===== config.mk =====
export PLATFORM = sky130hd
export DESIGN_NAME = alu_issue_queue
export DESIGN_NICKNAME = d
export VERILOG_FILES = /design/src/rtl/alu_issue_queue_pkg.sv /design/src/rtl/alu_issue_queue_fifo.sv /design/src/rtl/alu_issue_queue.sv
export SDC_FILE = /design/constraint.sdc
export NUM_CORES = 1
export LEC_CHECK = 0
export CAP_MARGIN = 20
export CORE_MARGIN = 1
export CORE_UTILIZATION = 50
export CTS_BUF_LIST = sky130_fd_sc_hd__clkbuf_4
export DETAILED_ROUTE_END_ITERATION = 7
export HOLD_SLACK_MARGIN = 0.02
export PLACE_DENSITY = 0.74
export SYNTH_ARGS = -nofsm -noshare
export SYNTH_HDL_FRONTEND = slang
export SYNTH_SLANG_ARGS = --single-unit

===== constraint.sdc =====
create_clock -name clock -period 1.89 [get_ports clock]
set_input_delay 0.4725 -clock clock [delete_from_list [all_inputs] [get_ports clock]]
set_output_delay 0.4725 -clock clock [all_outputs]
set_load 0.03 [all_outputs]

===== src/rtl/alu_issue_queue_pkg.sv =====
// Shared definitions for the ALU issue queue: instruction layout, opcodes and
// issue FSM state encodings.
package alu_issue_queue_pkg;

    // Instruction word is {op[1:0], A[7:0], B[7:0]}.
    localparam int INSTR_W = 18;
    localparam int OP_HI   = 17;
    localparam int OP_LO   = 16;

    typedef logic [1:0] op_t;

    typedef enum logic [1:0] {
        OP_ADD = 2'b00,
        OP_AND = 2'b01,
        OP_XOR = 2'b10,
        OP_MUL = 2'b11
    } op_e;

    typedef enum logic [1:0] {
        ST_IDLE = 2'b00,
        ST_HOLD = 2'b01,
        ST_DONE = 2'b10
    } issue_state_e;

    // Opcode field of an instruction word.
    function automatic op_t instr_op(input logic [INSTR_W-1:0] instr);
        return instr[OP_HI:OP_LO];
    endfunction

    // True when the instruction needs the multi-cycle multiplier.
    function automatic logic is_mul(input logic [INSTR_W-1:0] instr);
        return (instr[OP_HI:OP_LO] == OP_MUL);
    endfunction

endpackage


===== src/rtl/alu_issue_queue_fifo.sv =====
// Circular instruction buffer feeding the issue FSM. A flush empties the buffer
// and discards any word pushed in the same cycle; a pop is also suppressed.
module instr_fifo
    import alu_issue_queue_pkg::*;
#(
    parameter int DEPTH = 4
) (
    input  logic                     clock,
    input  logic                     reset_n,
    input  logic                     push_i,
    input  logic                     pop_i,
    input  logic                     flush_i,
    input  logic [INSTR_W-1:0]       wdata_i,
    output logic [INSTR_W-1:0]       rdata_o,
    output logic                     full_o,
    output logic                     empty_o,
    output logic [$clog2(DEPTH):0]   count_o
);

    localparam int PTR_W = $clog2(DEPTH);

    logic [INSTR_W-1:0] mem_q [DEPTH];
    logic [PTR_W-1:0]   wr_ptr_q, wr_ptr_d;
    logic [PTR_W-1:0]   rd_ptr_q, rd_ptr_d;
    logic [PTR_W:0]     count_q, count_d;
    logic               do_push_s;
    logic               do_pop_s;

    assign full_o    = (count_q == (PTR_W+1)'(DEPTH));
    assign empty_o   = (count_q == (PTR_W+1)'(0));
    assign do_push_s = push_i & ~full_o & ~flush_i;
    assign do_pop_s  = pop_i & ~empty_o & ~flush_i;
    assign rdata_o   = mem_q[rd_ptr_q];
    assign count_o   = count_q;

    // Next pointer and occupancy values; pointers wrap naturally at DEPTH.
    always_comb begin
        wr_ptr_d = wr_ptr_q;
        rd_ptr_d = rd_ptr_q;
        count_d  = count_q;
        if (flush_i) begin
            wr_ptr_d = PTR_W'(0);
            rd_ptr_d = PTR_W'(0);
            count_d  = (PTR_W+1)'(0);
        end else begin
            if (do_push_s) begin
                wr_ptr_d = wr_ptr_q + PTR_W'(1);
            end else begin
                wr_ptr_d = wr_ptr_q;
            end
            if (do_pop_s) begin
                rd_ptr_d = rd_ptr_q + PTR_W'(1);
            end else begin
                rd_ptr_d = rd_ptr_q;
            end
            case ({do_push_s, do_pop_s})
                2'b10:   count_d = count_q + (PTR_W+1)'(1);
                2'b01:   count_d = count_q - (PTR_W+1)'(1);
                default: count_d = count_q;
            endcase
        end
    end

    // Pointer and occupancy registers.
    always_ff @(posedge clock or negedge reset_n) begin
        if (!reset_n) begin
            wr_ptr_q <= PTR_W'(0);
            rd_ptr_q <= PTR_W'(0);
            count_q  <= (PTR_W+1)'(0);
        end else begin
            wr_ptr_q <= wr_ptr_d;
            rd_ptr_q <= rd_ptr_d;
            count_q  <= count_d;
        end
    end

    // Storage array; cleared on reset so the head never presents X.
    always_ff @(posedge clock or negedge reset_n) begin
        if (!reset_n) begin
            for (int i = 0; i < DEPTH; i++) begin
                mem_q[i] <= INSTR_W'(0);
            end
        end else if (do_push_s) begin
            mem_q[wr_ptr_q] <= wdata_i;
        end
    end

endmodule


===== src/rtl/alu_issue_queue.sv =====
// Issue queue in front of the 8-bit ALU: buffers instructions and presents one
// at a time, holding it for its op-dependent latency and flagging completion.
module alu_issue_queue
    import alu_issue_queue_pkg::*;
#(
    parameter int DEPTH       = 4,
    parameter int ALU_CYCLES  = 1,
    parameter int MULT_CYCLES = 9,
    parameter int CNT_W       = 4
) (
    input  logic                     clock,
    input  logic                     reset_n,
    input  logic [INSTR_W-1:0]       in_instr,
    input  logic                     in_valid,
    output logic                     in_ready,
    input  logic                     flush,
    output logic [INSTR_W-1:0]       alu_instr,
    output logic                     alu_check,
    output logic                     busy,
    output logic                     res_valid,
    output logic [1:0]               res_op,
    output logic [$clog2(DEPTH):0]   fifo_count
);

    // Counter load values: the op stays in HOLD for (load + 1) cycles.
    localparam logic [CNT_W-1:0] ALU_LOAD = CNT_W'(ALU_CYCLES - 1);
    localparam logic [CNT_W-1:0] MUL_LOAD = CNT_W'(MULT_CYCLES - 1);

    issue_state_e       state_q, state_d;
    logic [CNT_W-1:0]   cnt_q, cnt_d;
    logic [INSTR_W-1:0] alu_instr_q, alu_instr_d;
    logic [INSTR_W-1:0] head_s;
    logic               alu_check_q, alu_check_d;
    logic               res_valid_q, res_valid_d;
    logic [1:0]         res_op_q, res_op_d;
    logic               busy_q, busy_d;
    logic               full_s, empty_s;
    logic               push_s, pop_s, can_pop_s;

    // in_ready depends only on the registered occupancy: no pop credit when full.
    assign in_ready  = ~full_s;
    assign push_s    = in_valid & ~full_s;
    assign can_pop_s = ~empty_s & ~flush;
    assign busy_d    = (state_d != ST_IDLE);

    instr_fifo #(
        .DEPTH   (DEPTH)
    ) u_fifo (
        .clock   (clock),
        .reset_n (reset_n),
        .push_i  (push_s),
        .pop_i   (pop_s),
        .flush_i (flush),
        .wdata_i (in_instr),
        .rdata_o (head_s),
        .full_o  (full_s),
        .empty_o (empty_s),
        .count_o (fifo_count)
    );

    // Issue FSM: pop from IDLE or DONE, hold the word in HOLD, pulse result in DONE.
    always_comb begin
        state_d     = state_q;
        cnt_d       = cnt_q;
        alu_instr_d = alu_instr_q;
        alu_check_d = 1'b0;
        res_valid_d = 1'b0;
        res_op_d    = 2'b00;
        pop_s       = 1'b0;
        case (state_q)
            ST_IDLE, ST_DONE: begin
                if (can_pop_s) begin
                    pop_s       = 1'b1;
                    alu_instr_d = head_s;
                    cnt_d       = is_mul(head_s) ? MUL_LOAD : ALU_LOAD;
                    alu_check_d = is_mul(head_s);
                    state_d     = ST_HOLD;
                end else begin
                    state_d     = ST_IDLE;
                end
            end
            ST_HOLD: begin
                if (cnt_q == CNT_W'(0)) begin
                    state_d     = ST_DONE;
                    res_valid_d = 1'b1;
                    res_op_d    = instr_op(alu_instr_q);
                end else begin
                    cnt_d       = cnt_q - CNT_W'(1);
                end
            end
            default: begin
                state_d = ST_IDLE;
            end
        endcase
    end

    // FSM state and registered outputs; reset aborts any op in flight.
    always_ff @(posedge clock or negedge reset_n) begin
        if (!reset_n) begin
            state_q     <= ST_IDLE;
            cnt_q       <= CNT_W'(0);
            alu_instr_q <= INSTR_W'(0);
            alu_check_q <= 1'b0;
            res_valid_q <= 1'b0;
            res_op_q    <= 2'b00;
            busy_q      <= 1'b0;
        end else begin
            state_q     <= state_d;
            cnt_q       <= cnt_d;
            alu_instr_q <= alu_instr_d;
            alu_check_q <= alu_check_d;
            res_valid_q <= res_valid_d;
            res_op_q    <= res_op_d;
            busy_q      <= busy_d;
        end
    end

    assign alu_instr = alu_instr_q;
    assign alu_check = alu_check_q;
    assign res_valid = res_valid_q;
    assign res_op    = res_op_q;
    assign busy      = busy_q;

endmodule

==> results of run 1 <==
-- power by group --
group          leakage, nW  internal (W)  total [W]  switching (W)
clock network       0.0665      0.000287    0.00105       0.000760
logic                 1.59       0.00226    0.00410        0.00183
registers             1.36       0.00331    0.00389       0.000582
-- path summary, 6_finish.rpt --
path | from | to | slack [ps] | depth (start not counted)
min | reset_n | u_fifo.wr_ptr_q[0] | 490 | 2
max in group asynchronous | reset_n | u_fifo.mem_q[48] | 820 | 3
max | u_fifo.count_o[1] | in_ready | -70 | 2
min reg2reg | alu_instr[14] | alu_instr[14] | 490 | 2
min in group clock | alu_instr[14] | alu_instr[14] | 490 | 2
max reg2reg | u_fifo.count_o[1] | u_fifo.count_o[2] | -70 | 8
-- flip-flops by register name (all words and copies together) (netlist names) --
name	flops
alu_check	1
res_valid	1
u_fifo.mem_q	72
alu_instr	18
cnt_q	4
u_fifo.count_o	3
res_op	2
u_fifo.wr_ptr_q	2
busy	1
u_fifo.rd_ptr_q	2
state_q	2
-- routing by layer --
| metal | part of all wire (%) | wire length (um) |
|---|---|---|
| met3 | 2.1 | 209 |
| met5 | 0 | 0 |
| met1 | 45 | 4500 |
| met4 | 1.2 | 120 |
| met2 | 52 | 5160 |
-- stage by stage --
stage | utilization [%] | instances | instance area (um2) | total power [W]
final | 65.8 | 538 | 6050 | 0.00903
after global routing | 65.8 | 538 | 6050 | 0.00961
after CTS | 62.4 | 533 | 5740 | 0.00868
after detailed placement | 61.0 | 515 | 5610 | 0.00776
after global placement | 61.0 | 515 | 5610 | 0.00758
after floorplan | - | 337 | 4750 | 0.00636
-- cells in the mapped netlist, types with 2 or more instances --
master,n,area (um2)
nor2_1,7,26.3
mux4_2,18,405
clkbuf_1,7,26.3
nand2_2,3,18.8
mux2_2,63,709
and2_1,2,12.5
mux2i_1,2,20.0
nand2_1,60,225
o21ai_0,3,15.0
dfrtp_1,108,2700
nand4b_1,2,17.5
nand2b_1,4,25.0
nand3_1,3,15.0
ha_1,5,62.6
mux2_4,10,150
xnor2_1,3,26.3
inv_1,4,15.0
a21oi_1,3,15.0
buf_2,3,15.0
nor3_1,3,15.0
nor2b_1,3,18.8
buf_6,2,22.5
buf_4,3,22.5
-- final cells by class --
class / count / area (um2)
Inverter: 4 / 15.0
Clock buffer: 10 / 75.1
Fill cell: 688 / 3150
Timing Repair Buffer: 91 / 946
Multi-Input combinational cell: 208 / 2130
Sequential cell: 108 / 2710
Tap cell: 111 / 139
Clock inverter: 6 / 40.0
-- cell families (layout without fill, tap and decap cells) --
logic type,Yosys count,count (layout),synth area share [%]
AO/OA/AOI/OAI,11,11,1.48
AND/OR/NAND/NOR,94,94,9.03
flip-flops,108,108,57.2
buffers and inverters,21,111,2.65
XOR/XNOR,4,4,0.741
adder cells (fa/ha/maj),6,6,1.75
multiplexers,93,93,27.2
-- repair_timing --
item	4_1_cts	5_1_grt
hold buffers	1	0
buffers inserted	1	1
resized for setup	41	57
cloned	0	4
pin swaps	1	6
endpoints found under the setup margin	98	50
hold endpoints to repair	32	0
==> impl_metrics.yaml, run 1 <==
status:
  outcome: "finished with violations"
  violations: "negative setup slack"
detailed_routing:
  routed_wire_length_per_instance_um: 18.6
  vias: 2956
  drcViolationCount: 0
  drt_wl_total_um: 9990
  drt-initial-drc-count: 137
  vias_per_cell: 5.49
  ant_nets: 0
  dr.pass1.iters: 4
timing:
  setup_viol: 13
  worstMarginPinSlew_ps: 470
  slew_headroom_pct: 68.7
  layout_min_cycle_time_ps: 1960
  worst_slack_ps: -69.8
  max_freq_ghz: 0.510
  finalHoldViolations: 0
  slew_viol_final: 0
  post-route-period-util_pct: 104
  hold_ws_ps: 486
  finalClockSkew_ps: 22.3
  setup_tns_ps: -385
  rsz0062_at_grt: "true"
critical_path:
  start_kind: "flip-flop"
  path_buf_inv: 1
  max_stage_delay_ps: 450
  worstPathRequired_ps: 1420
  critical_path_class: "reg2out"
  path_delay_family: "flip-flops"
  path_max_fanout: 3
  crit_arrival_ps: 1490
  cpMaxStageDelayCell: "dfrtp_2"
  crit_chain: "or3b_4, buf_6"
  endpoint_kind: "output port"
final_layout:
  antennaDiodeCount: 0
  drive_above_1_share_pct: 39.6
  final_nets: 450
  layout_common_cells: "105 x dfrtp_1, 59 x nand2_1, 54 x mux2_4"
  layout_commonest_cell: "dfrtp_1"
  syn2layout_area_growth_pct: 27.9
floorplanning:
  ios: 49
  die_y_um: 99.2
  start_util_pct: 51.4
  design.die.area_um2: 9850
  design.core.area_um2: 9200
  chipWidth_um: 99.2
  rows: 35
synth:
  yosysUniqueCellTypes: 39
  yosysSeqAreaShare_pct: 57.2
  synth_area_per_cell_um2: 14.0
  syn-cell-area_um2: 4730
  ys.flop_type: "dfrtp_1"
  syn-num-nets: 365
  ys_seq_elements: 108
  synth_edf_count: 0
  synth-async-reset-ratio_pct: 100
  ys_warn_count: 0
  syn-instance-count: 337
hold_path:
  min_path_type: "in2async"
grt:
  grt_pass1_vias: 3099
  grt_use_met2_pct: 36.1
  gr-usage-met1_pct: 26.8
  gr-total-overflow: 0
  grt.met3_usage_pct: 3.72
  busiest_layer: "met2"
  antenna_found_initial: 0
  grt_start_max_net_pins: 40
  grt_util_all_layers_pct: 20.8
  grt_pass1_wl_um: 15700
cts:
  htreeDepth: 3
  cts_tree: "done"
  clkTransAtPathRegs_ps: 170
  cts_buffer_depth: 2
  cts_made_buffers: 9
  clock_latency_ps: 460
  cts_root_buf: "clkbuf_4"
  clock_sinks: 108
place:
  io_buffers: 48
  pre_cts_ws_ps: -248
  post-dp-hpwl_um: 6460
  routabilityCongestion: 0.856
pwr:
  power.density_nw_per_um2: 1490
  leakagePower_nw: 3.02
  vdd_drop_max_v: 0.000718
run:
  drv_cap: 0
No activity file was read; power rests on OpenSTA's default activity.
==> run 2: changes to the inputs <==
--- a/config.mk
+++ b/config.mk
@@ -11,7 +11,7 @@
 export CTS_BUF_LIST = sky130_fd_sc_hd__clkbuf_4
 export DETAILED_ROUTE_END_ITERATION = 7
 export HOLD_SLACK_MARGIN = 0.02
-export PLACE_DENSITY = 0.74
+export PLACE_DENSITY = 0.82
 export SYNTH_ARGS = -nofsm -noshare
 export SYNTH_HDL_FRONTEND = slang
 export SYNTH_SLANG_ARGS = --single-unit
==> impl_metrics.yaml, run 2 (same netlist as run 1, synthesis figures left out) <==
status:
  outcome: "finished with violations"
  violations: "negative setup slack"
final_layout:
  final_nets: 442
  largest_reg_flops: 72
  layout_common_cells: "105 x dfrtp_1, 60 x mux2_2, 59 x nand2_1"
  top_register: "u_fifo.mem_q"
  stdcell_count: 531
  utilization_pct: 63.3
  drive_above_1_share_pct: 38.4
  n_fill_cell: 687
  syn2layout_area_growth_pct: 23.1
  layout_commonest_cell: "dfrtp_1"
  seqCellArea_um2: 2710
  multi_input_area_um2: 1980
timing:
  max_freq_ghz: 0.480
  finalHoldViolations: 0
  hold_ws_ps: 474
  post-route-period-util_pct: 110
  setup_viol: 58
  setup_tns_ps: -1590
  slew_viol_final: 0
  slew_headroom_pct: 69.2
  layout_min_cycle_time_ps: 2080
  finalClockSkew_ps: 23.5
  rsz0062_at_grt: "true"
  worst_slack_ps: -192
  worstMarginPinSlew_ps: 462
detailed_routing:
  drcViolationCount: 0
  vias: 2897
  drt-initial-drc-count: 85
  vias_per_cell: 5.46
  dr_wl_met2_um: 5000
  drt_wl_total_um: 9480
  dr_wl_met3_um: 292
  dr.pass1.iters: 5
  ant_nets: 0
  routed_wire_length_per_instance_um: 17.9
  top_layer: "met4"
  wl_met1_um: 4120
place:
  dp.cells: 509
  io_buffers: 48
  routabilityCongestion: 0.877
  post-dp-hpwl_um: 6490
critical_path:
  crit_arrival_ps: 2420
  path_common_cell: "buf_6"
  endpoint_kind: "flip-flop"
  worstPathRequired_ps: 2230
  max_stage_delay_ps: 460
  path_max_fanout: 3
  cpMaxStageDelayCell: "dfrtp_2"
  crit_start: "u_fifo.count_o[1]"
  critical_path_class: "reg2reg"
  crit_chain: "buf_6, buf_6, or3_4, nand2_4, a21oi_4, fa_2, nor2b_4, o211ai_1, o2111ai_1"
  path_delay_family: "simple AND/OR/NAND/NOR gates"
  r2r_start: "u_fifo.count_o[1]"
  path_buf_inv: 2
  start_kind: "flip-flop"
  rrSetupSlack_ps: -190
floorplanning:
  design.core.area_um2: 9200
  rows: 35
  start_util_pct: 51.4
  die_y_um: 99.2
  chipWidth_um: 99.2
  design.die.area_um2: 9850
  ios: 49
pwr:
  p_int_w: 0.00569
  p_sw_share_pct: 36.0
  leakagePower_nw: 2.75
  seqPwrFrac_pct: 43.4
  pwr-share-clk_pct: 12.6
  p_sw_w: 0.00320
  vdd_drop_max_v: 0.000766
  power.density_nw_per_um2: 1530
  combPwrFrac_pct: 44.0
  power_w: 0.00888
run:
  drv_cap: 0
cts:
  clkTransAtPathRegs_ps: 180
  htreeDepth: 3
  clock_sinks: 108
  cts_root_buf: "clkbuf_4"
  cts_made_buffers: 9
  clock_latency_ps: 460
  cts_tree: "done"
  cts_buffer_depth: 2
grt:
  antenna_found_initial: 1
  grt_util_all_layers_pct: 20.9
  grt_pass1_vias: 3074
  grt_pass1_wl_um: 15700
  grt_start_max_net_pins: 46
  gr-total-overflow: 0
hold_path:
  min_path_type: "in2async"
[run 2: cell count changes in the layout (fill, tap and decap cells not counted), sizes merged]
| cell | previous run | this run |
|---|---|---|
| inv | 5 | 7 |
| clkinv | 4 | 2 |
| clkbuf | 16 | 10 |
| buf | 40 | 37 |
| diode | 0 | 1 |
| dlygate4sd2 | 24 | 25 |
[run 2: layer usage]
| layer | global-route usage [%] | vias to the layer above |
|---|---|---|
| li1 | - | 1332 |
| met1 | 27.5 | 1513 |
| met2 | 35.2 | 48 |
| met3 | 4.15 | 4 |
| met4 | 6.90 | 0 |
| met5 | 0 | - |
[run 2: power by group through the flow]
stage          Clock, W  Sequential (W)  Combinational (W)
6_report        0.00112         0.00386            0.00391
5_1_grt         0.00126         0.00397            0.00421
4_1_cts         0.00116         0.00384            0.00378
3_5_place_dp          0         0.00389            0.00383
3_3_place_gp          0         0.00383            0.00367
2_1_floorplan         0         0.00420            0.00215
[run 2: layout make-up]
class                   count  area share [%]
well taps                 111            2.39
multi-input cells         208            34.0
inverters                   4           0.258
repair buffers             83            14.6
clock buffers              10            1.29
diodes                      1          0.0430
flip-flops and latches    108            46.5
clock inverters             6           0.968
[run 2: path summary, 6_finish.rpt]
path,endpoint,cells past startpoint
worst min register to register,alu_instr[10],2
worst max register to register,u_fifo.count_o[2],9
worst min-delay path,u_fifo.mem_q[60],2
worst max-delay path,u_fifo.count_o[2],9
max in group asynchronous,u_fifo.mem_q[44],3
min in group clock,alu_instr[10],2
[run 2: through the flow]
stage / area [um2] / setup slack, ps
after global placement: 5570 / -225
after detailed placement: 5570 / -338
after global routing: 5820 / -229
final: 5820 / -192
after CTS: 5730 / -116
after floorplan: 4750 / -232
[run 2: timing repair]
action                                  in CTS  in global routing
cloned                                       0                  0
resized for setup                           45                 20
endpoints found under the setup margin      88                 75
hold buffers                                 1                  0
pin swaps                                    2                  6
hold endpoints to repair                    32                  0
setup buffers                                2                  3
